--- config.mk ---
export PLATFORM = sky130hd
export DESIGN_NAME = switch_sequence_controller
export DESIGN_NICKNAME = d
export VERILOG_FILES = /design/src/rtl/switch_sequence_controller.sv
export SDC_FILE = /design/constraint.sdc
export NUM_CORES = 1
export LEC_CHECK = 0
export CAP_MARGIN = 30
export CORE_UTILIZATION = 56
export DETAILED_ROUTE_END_ITERATION = 16
export PLACE_DENSITY = 0.79
export SETUP_SLACK_MARGIN = 0.5
export SKIP_LAST_GASP = 1
export SYNTH_ARGS = -nofsm -noshare
export SYNTH_HDL_FRONTEND = slang
export SYNTH_SLANG_ARGS = --single-unit
--- constraint.sdc ---
create_clock -name clk -period 4.1 [get_ports clk]
set_input_delay 0.82 -clock clk [delete_from_list [all_inputs] [get_ports clk]]
set_output_delay 0.82 -clock clk [all_outputs]
set_load 0.01 [all_outputs]
--- src/rtl/switch_sequence_controller.sv ---
// Plays a table of {pattern, dwell} steps onto the switch driver, timing each step with an external down-counter.
// Optional build macro SEQ_LOOP_EN: replay the sequence continuously until abort instead of ending in DONE.
module switch_sequence_controller #(
  parameter int unsigned STEPS        = 8,
  parameter int unsigned SW_WIDTH     = 4,
  parameter int unsigned CNT_WIDTH    = 16,
  parameter int unsigned SAFE_PATTERN = 0,
  localparam int unsigned AW          = $clog2(STEPS)
) (
  input  logic                          clk,
  input  logic                          reset,
  input  logic                          wr_en,
  input  logic [AW-1:0]                 wr_addr,
  input  logic [SW_WIDTH+CNT_WIDTH-1:0] wr_data,
  input  logic [AW:0]                   num_steps,
  input  logic                          start,
  input  logic                          abort,
  input  logic [CNT_WIDTH-1:0]          cnt_q,
  output logic                          cnt_load,
  output logic                          cnt_en,
  output logic [CNT_WIDTH-1:0]          cnt_limit,
  output logic [SW_WIDTH-1:0]           switch_out,
  output logic [AW-1:0]                 step_idx,
  output logic                          busy,
  output logic                          done
);

  localparam logic [SW_WIDTH-1:0] SAFE    = SAFE_PATTERN[SW_WIDTH-1:0];
  localparam logic [AW:0]         STEPS_W = STEPS[AW:0];
  localparam logic [AW:0]         ONE_W   = 1;

  typedef enum logic [1:0] {S_IDLE, S_LOAD, S_COUNT, S_DONE} state_t;

  state_t                state, state_nxt;
  logic [SW_WIDTH-1:0]   pat_tab   [STEPS];
  logic [CNT_WIDTH-1:0]  dwell_tab [STEPS];
  logic [AW:0]           n_latched, n_nxt;
  logic [AW-1:0]         idx_nxt;
  logic [AW:0]           idx_plus1;
  logic                  done_nxt;
  logic [SW_WIDTH-1:0]   sw_nxt;

  // Table has no reset; contents survive reset and abort.
  always_ff @(posedge clk) begin
    if (wr_en && !busy && ({1'b0, wr_addr} < STEPS_W)) begin
      pat_tab[wr_addr]   <= wr_data[SW_WIDTH+CNT_WIDTH-1:CNT_WIDTH];
      dwell_tab[wr_addr] <= wr_data[CNT_WIDTH-1:0];
    end
  end

  always_ff @(posedge clk) begin
    if (reset) begin
      state      <= S_IDLE;
      n_latched  <= '0;
      step_idx   <= '0;
      switch_out <= SAFE;
      done       <= 1'b0;
    end else begin
      state      <= state_nxt;
      n_latched  <= n_nxt;
      step_idx   <= idx_nxt;
      switch_out <= sw_nxt;
      done       <= done_nxt;
    end
  end

  assign idx_plus1 = {1'b0, step_idx} + ONE_W;

  always_comb begin
    state_nxt = state;
    n_nxt     = n_latched;
    idx_nxt   = step_idx;
    done_nxt  = 1'b0;
    sw_nxt    = switch_out;
    unique case (state)
      S_IDLE: begin
        if (start) begin
          idx_nxt = '0;
          if (num_steps != '0) begin
            state_nxt = S_LOAD;
            n_nxt     = (num_steps > STEPS_W) ? STEPS_W : num_steps;
          end else begin
            state_nxt = S_DONE;
            done_nxt  = 1'b1;
          end
        end
      end
      S_LOAD: begin
        sw_nxt    = pat_tab[step_idx];
        state_nxt = S_COUNT;
      end
      S_COUNT: begin
        if (cnt_q == '0) begin
          if (idx_plus1 < n_latched) begin
            state_nxt = S_LOAD;
            idx_nxt   = idx_plus1[AW-1:0];
          end else begin
`ifdef SEQ_LOOP_EN
            // Wrap-around LOAD carries the per-pass done pulse.
            state_nxt = S_LOAD;
            idx_nxt   = '0;
            done_nxt  = 1'b1;
`else
            state_nxt = S_DONE;
            done_nxt  = 1'b1;
`endif
          end
        end
      end
      S_DONE: begin
        sw_nxt    = SAFE;
        idx_nxt   = '0;
        state_nxt = S_IDLE;
      end
      default: state_nxt = S_IDLE;
    endcase
    if (abort) begin
      state_nxt = S_IDLE;
      idx_nxt   = '0;
      done_nxt  = 1'b0;
      sw_nxt    = SAFE;
    end
  end

  assign busy      = (state == S_LOAD) || (state == S_COUNT);
  assign cnt_load  = (state == S_LOAD);
  assign cnt_en    = (state == S_COUNT);
  assign cnt_limit = busy ? dwell_tab[step_idx] : '0;

endmodule

==> results of run 1 <==
## tightest hold or removal path, delay by kind of cell, from the launching register on
family	cells	cell delay, ns
DFF	1	0.32
AOI/OAI and AO/OA	1	0.06
and+or+nand+nor	1	0.05
## kinds of logic (layout without fill, tap and decap cells)
logic type,after synthesis,after routing,share of synthesized area (%)
compound gates,26,26,2.53
xor+xnor,1,1,0.125
fa+ha+maj,8,8,1.42
buf+inv,23,122,1.33
flops,177,177,73.2
mux,61,61,15.8
simple gates,70,70,5.64
## report_power, final
group          switching [mW]  internal, mW  total (mW)  leakage, nW
Combinational           0.103        0.0915       0.195        0.808
Clock                   0.643          1.01        1.66        0.296
Sequential             0.0108          2.01        2.02         1.59
## path summary, 6_finish.rpt
kind,slack [ns],cells past startpoint,end
hold / removal,0.48,2,n_latched[3]$_SDFFE_PP0P_
hold reg to reg,0.48,2,n_latched[3]$_SDFFE_PP0P_
setup / recovery,0.81,4,cnt_limit[6]
setup reg to reg,1.66,7,flop
## state kept, by name, indices dropped and copies added, names as in the netlist, named ones only
| name | cells |
|---|---|
| dwell_tab | 128 |
| pat_tab | 32 |
| n_latched | 4 |
| switch_out | 4 |
| step_idx | 3 |
| state | 2 |
| done | 1 |
## metal layers
layer	part of all wire, %	GRT usage, %	vias up	wire length (um)
li1	-	-	1666	-
met4	1.6	9.78	0	237
met5	0	0	-	0
met3	6.6	5.77	25	945
met2	52	39.4	149	7460
met1	40	31.7	1895	5780
## placed cells by master, fill, tap and decap left out, types with 2 or more instances in the layout
cell,count
mux2i_1,21
nor2_1,10
clkinvlp_4,2
or4_1,3
o211ai_1,3
nor2b_1,18
or3_1,2
dfxtp_1,16
clkbuf_16,17
bufinv_16,4
nand3_1,3
nor3b_1,3
a211oi_1,5
buf_4,10
nand2b_1,2
clkinv_2,2
nor4_1,4
a31oi_1,7
ha_1,7
edfxtp_1,160
a21oi_1,5
nor2_2,2
clkinv_4,3
clkdlybuf4s50_1,74
nand2_1,8
mux4_2,40
clkinv_1,3
inv_1,5
nor4_2,2
nor3_2,4
## layout make-up
class                      instances  area, um2  share of cell area (%)
clock inverter                    15        191                    2.21
inverter                           5       18.8                   0.217
tap                              168        210                    2.43
sequential                       177       5150                    59.4
clock buffer                      17        425                    4.91
multi-input combinational        166       1830                    21.2
timing repair buffer              85        836                    9.65
## through the flow
step	setup WS, ns	cells	utilization, %
finish	0.814	633	71.5
detailed placement	1.07	601	66.4
floorplan	0.636	366	-
global placement	1.24	601	66.4
CTS	0.528	633	71.5
global route	0.717	633	71.5
## repair_timing
action	in CTS	in global routing
gates resized for setup	0	1
endpoints found under the setup margin	0	2
buffers inserted	0	0
==> results.sh, run 1 <==
export IMPL_cp_start_kind="flop"
export IMPL_synth_ff_type="edfxtp_1"
export IMPL_clock_latency_ns=0.42
export IMPL_hold_slack_ns=0.479
export IMPL_post_route_period_util_pct=80.1
export IMPL_die_y_um=114
export IMPL_io_buffers=74
export IMPL_antenna_cells=0
export IMPL_r2r_start="step_idx[0]$_SDFFE_PP0P_"
export IMPL_finalHoldViolations=0
export IMPL_tns_ns=0
export IMPL_fill_cells=749
export IMPL_grt_pass1_wl_mm=22.2
export IMPL_synthesis_area_um2=7030
export IMPL_max_freq_ghz=0.304
export IMPL_ys_async_sr_fraction_pct=0
export IMPL_yosys_warnings=0
export IMPL_synth_edf_count=160
export IMPL_finish_net_count=508
export IMPL_design_core_area_um2=12100
export IMPL_dpl_instance_area_um2=8040
export IMPL_synth_area_per_cell_um2=19.2
export IMPL_crit_path_end_kind="primary output"
export IMPL_top_level_ports=75
export IMPL_wire_per_inst_um=22.8
export IMPL_ys_types=38
export IMPL_yosys_area_top_type="edfxtp_1"
export IMPL_cpPeakStageDelay_ns=0.72
export IMPL_path_class="reg -> out"
export IMPL_arrival_ns=2.47
export IMPL_power_mw=3.87
export IMPL_numCtsBuffers=17
export IMPL_status="complete, no violations"
export IMPL_gr_total_overflow=0
export IMPL_cts_tree="yes"
export IMPL_skew_ns=0.00638
export IMPL_crit_family="adder cells"
export IMPL_firstDrtPassIters=4
export IMPL_setup_viol=0
export IMPL_slew_limit_headroom_pct=60.7
export IMPL_crit_buf_inv=2
export IMPL_dp_final_hpwl_mm=7.81
export IMPL_rsz0062_at_grt="no"
export IMPL_path_max_fanout=22
export IMPL_via_per_inst=5.90
export IMPL_drive_gt1_share_pct=20.2
export IMPL_start_util_pct=58.1
export IMPL_drv_cap=0
export IMPL_yosysTopAreaCellShare_pct=68.3
export IMPL_vdd_ir_drop_max_uv=383
export IMPL_crit_start="state[0]$_SDFFE_PP0P_"
export IMPL_fin_area_um2=8660
export IMPL_die_area_um2=13000
export IMPL_ys_ff_latch=177
export IMPL_num_rows=40
export IMPL_ant_nets=0
export IMPL_grt_usage_pct=24.2
export IMPL_first_global_vias=3962
export IMPL_grt_max_degree=41
export IMPL_yosys_top_cells_count="160 x edfxtp_1, 40 x mux4_2, 21 x mux2i_1, 18 x nor2b_1, 17 x dfxtp_1"
export IMPL_worst_slew_pin_transition_ns=0.589
export IMPL_cts_sinks=177
export IMPL_period_needed_ns=3.29
export IMPL_synth_most_common_cell="edfxtp_1"
export IMPL_syn_nets=422
export IMPL_path_cells="inv_1 -> ha_2 -> nor2b_1 -> clkdlybuf4s50_1"
export IMPL_root_buffer="clkbuf_16"
export IMPL_wl_mm=14.4
export IMPL_holdBufCountCts=0
export IMPL_drt_first_iter_violations=377
export IMPL_syn_inst=366
export IMPL_synth_area_leaders="edfxtp_1 68%, mux4_2 13%, dfxtp_1 4.8%, mux2i_1 3.0%, nor2b_1 1.6%"
export IMPL_globalplace_congestion=0.763
export IMPL_antenna_found_initial=0
export IMPL_yosysSeqAreaShare_pct=73.2
export IMPL_slowest_stage="ha_2"
export IMPL_holdCritPathClass="reg -> reg"
export IMPL_leakage_nw=2.69
export IMPL_cts_buffer_depth=2
export IMPL_num_vias=3735
export IMPL_drc_errors=0
export IMPL_h_tree_depth=4
export IMPL_p_per_area_nw_per_um2=447
export IMPL_path_clk_slew_ns=0.06
export IMPL_hold_start="n_latched[3]$_SDFFE_PP0P_"
export IMPL_area_delta_synth_final_pct=23.2
export IMPL_cp_required_ns=3.28
export IMPL_slew_viol_final=0
export IMPL_dieWidth_um=114
(Power assumes the default switching activity.)
==> run 2: changes to the inputs <==
clock period = 3.2 ns   (was 4.1 ns; I/O delays follow)
==> run 2 against run 1 <==
Design area is 4.2% higher. Combinational power is 28% higher. Wire length is 5.8% higher. Count of clock-buffer cells in the layout is 2 higher. Via count is 4.8% higher. Worst setup slack worse by 0.33 ns. Largest cell class unchanged. Clock skew hardly changed. Sequential cell count stayed put. Global-route usage is 0.31 points higher. Hold slack better by 0.015 ns.
==> results.sh, run 2 (synthesis results as in run 1) <==
export IMPL_drv_cap=0
export IMPL_final_cells=658
export IMPL_switching_share_pct=19.2
export IMPL_status="complete, no violations"
export IMPL_ant_nets=0
export IMPL_rsz0062_at_grt="yes"
export IMPL_holdBufCountCts=0
export IMPL_antenna_cells=0
export IMPL_drt_first_iter_violations=396
export IMPL_via_per_inst=5.95
export IMPL_p_int_mw=4.06
export IMPL_finalHoldViolations=0
export IMPL_rrSetupSlack_ns=0.75
export IMPL_globalplace_congestion=0.766
export IMPL_slowest_stage="mux4_2"
export IMPL_antenna_found_initial=1
export IMPL_finish_net_count=534
export IMPL_dp_final_hpwl_mm=8.42
export IMPL_crit_buf_inv=4
export IMPL_cts_sinks=177
export IMPL_slew_limit_headroom_pct=67.2
export IMPL_arrival_ns=2.08
export IMPL_grt_usage_pct=24.5
export IMPL_p_per_area_nw_per_um2=556
export IMPL_hold_start="n_latched[3]$_SDFFE_PP0P_"
export IMPL_io_buffers=74
export IMPL_wl_mm=15.3
export IMPL_max_freq_ghz=0.368
export IMPL_num_rows=40
export IMPL_path_clk_slew_ns=0.06
export IMPL_final_cell_mix="160 x edfxtp_1, 58 x clkdlybuf4s50_1, 40 x mux4_2"
export IMPL_cpPeakStageDelay_ns=0.53
export IMPL_area_delta_synth_final_pct=28.3
export IMPL_worst_r2r_endpoint="step_idx[0]$_SDFFE_PP0P_"
export IMPL_dpl_instance_area_um2=8120
export IMPL_cts_tree="yes"
export IMPL_num_vias=3916
export IMPL_top_register="dwell_tab"
export IMPL_drc_errors=0
export IMPL_top_level_ports=75
export IMPL_period_needed_ns=2.72
export IMPL_grt_pass1_wl_mm=22.2
export IMPL_r2r_cells=7
export IMPL_vdd_ir_drop_max_uv=505
export IMPL_drive_gt1_share_pct=27.8
export IMPL_cpMostUsedCell="buf_12"
export IMPL_post_place_cells=609
export IMPL_post_route_period_util_pct=84.9
export IMPL_crit_family="multiplexers"
export IMPL_fin_area_um2=9020
export IMPL_numCtsBuffers=17
export IMPL_crit_path_end_kind="primary output"
export IMPL_reg_top3="dwell_tab x128, pat_tab x32"
export IMPL_clock_latency_ns=0.42
export IMPL_cp_required_ns=2.56
export IMPL_wire_per_inst_um=23.2
export IMPL_hold_slack_ns=0.494
export IMPL_cts_buffer_depth=2
export IMPL_worst_slew_pin_transition_ns=0.492
export IMPL_root_buffer="clkbuf_16"
export IMPL_first_global_vias=3960
export IMPL_die_area_um2=13000
export IMPL_seqPwrFrac_pct=51.4
export IMPL_skew_ns=0.00670
export IMPL_hold_path_depth=2
export IMPL_firstDrtPassIters=5
export IMPL_design_core_area_um2=12100
export IMPL_r2r_start="step_idx[0]$_SDFFE_PP0P_"
export IMPL_cp_start_kind="flop"
export IMPL_path_max_fanout=5
export IMPL_path_cells="buf_12 -> buf_12 -> buf_16 -> mux4_2 -> mux2i_1 -> nor2b_1 -> buf_2"
export IMPL_h_tree_depth=4
export IMPL_p_sw_uw=962
export IMPL_slew_viol_final=0
export IMPL_holdCritPathClass="reg -> reg"
export IMPL_postLayoutCoreUtil_pct=74.5
export IMPL_largest_reg_flops=128
export IMPL_path_class="reg -> out"
export IMPL_final_common_cell="edfxtp_1"
export IMPL_holdPathEnd="n_latched[3]$_SDFFE_PP0P_"
export IMPL_start_util_pct=58.1
export IMPL_leakage_nw=2.93
export IMPL_dieWidth_um=114
export IMPL_p_clk_share_pct=43.6
export IMPL_setup_viol=0
export IMPL_die_y_um=114
export IMPL_tns_ns=0
export IMPL_gr_total_overflow=0
export IMPL_grt_max_degree=37
export IMPL_comb_power_share_pct=5.0
-- run 2: changes by cell type in the layout (fill, tap and decap cells not counted), sizes merged --
cell / change
clkdlybuf4s50: -16
clkbuf: +10
clkinv: -3
buf: +34
bufinv: +1
clkinvlp: -1
-- run 2: stage by stage --
stage / power, mW / worst slack, ns
after floorplan: 2.72 / -0.264
after global placement: 2.87 / 0.520
after detailed placement: 2.88 / 0.425
after CTS: 5.02 / 0.410
after global routing: 5.14 / 0.362
final: 5.02 / 0.483
-- run 2: repair_timing --
action                                  CTS  global route
gates cloned                              5             1
pin swaps                                 0             1
gates resized for setup                  53            17
buffers inserted                          6             6
endpoints found under the setup margin   17            17
-- run 2: worst max-delay path by stage --
| stage | cells after the start | slack [ns] | end |
|---|---|---|---|
| floorplan | 4 | -0.26 | dwell_tab[2][0]$_DFFE_PP_ |
| global placement | 4 | 0.52 | cnt_limit[15] |
| detailed placement | 4 | 0.42 | cnt_limit[0] |
| CTS | 7 | 0.41 | cnt_limit[0] |
| global route | 7 | 0.36 | cnt_limit[11] |
| finish | 7 | 0.48 | cnt_limit[11] |
-- run 2: cell type report --
cell class | instances | area, um2
clock buffers | 19 | 433
well taps | 168 | 210
flip-flops and latches | 177 | 5150
multi-input cells | 166 | 1850
fillers | 713 | 3090
clock inverters | 12 | 189
repair buffers | 111 | 1170
inverters | 5 | 18.8
-- run 2: worst register-to-register path: stages (launching register included) --
cell and delay (ns):
dfxtp_1 0.38, ha_1 0.26, xor2_1 0.15, ha_1 0.20, or3_1 0.34, o22a_2 0.29
or4_1 0.55, a31oi_1 0.20
-- run 2: metal layers --
layer	vias to the layer above	global-route usage, %	routed length (um)
met1	1976	32.2	6090
met3	26	6.46	1120
met4	0	8.83	291
li1	1723	-	-
met2	191	39.8	7760
met5	-	0	0
-- run 2: power by group through the flow --
| stage | Sequential [mW] | Combinational, mW | Clock [mW] |
|---|---|---|---|
| final | 2.58 | 0.250 | 2.19 |
| after global routing | 2.58 | 0.267 | 2.29 |
| after CTS | 2.58 | 0.244 | 2.19 |
| after detailed placement | 2.63 | 0.246 | 0 |
| after global placement | 2.63 | 0.239 | 0 |
| after floorplan | 2.63 | 0.0922 | 0 |
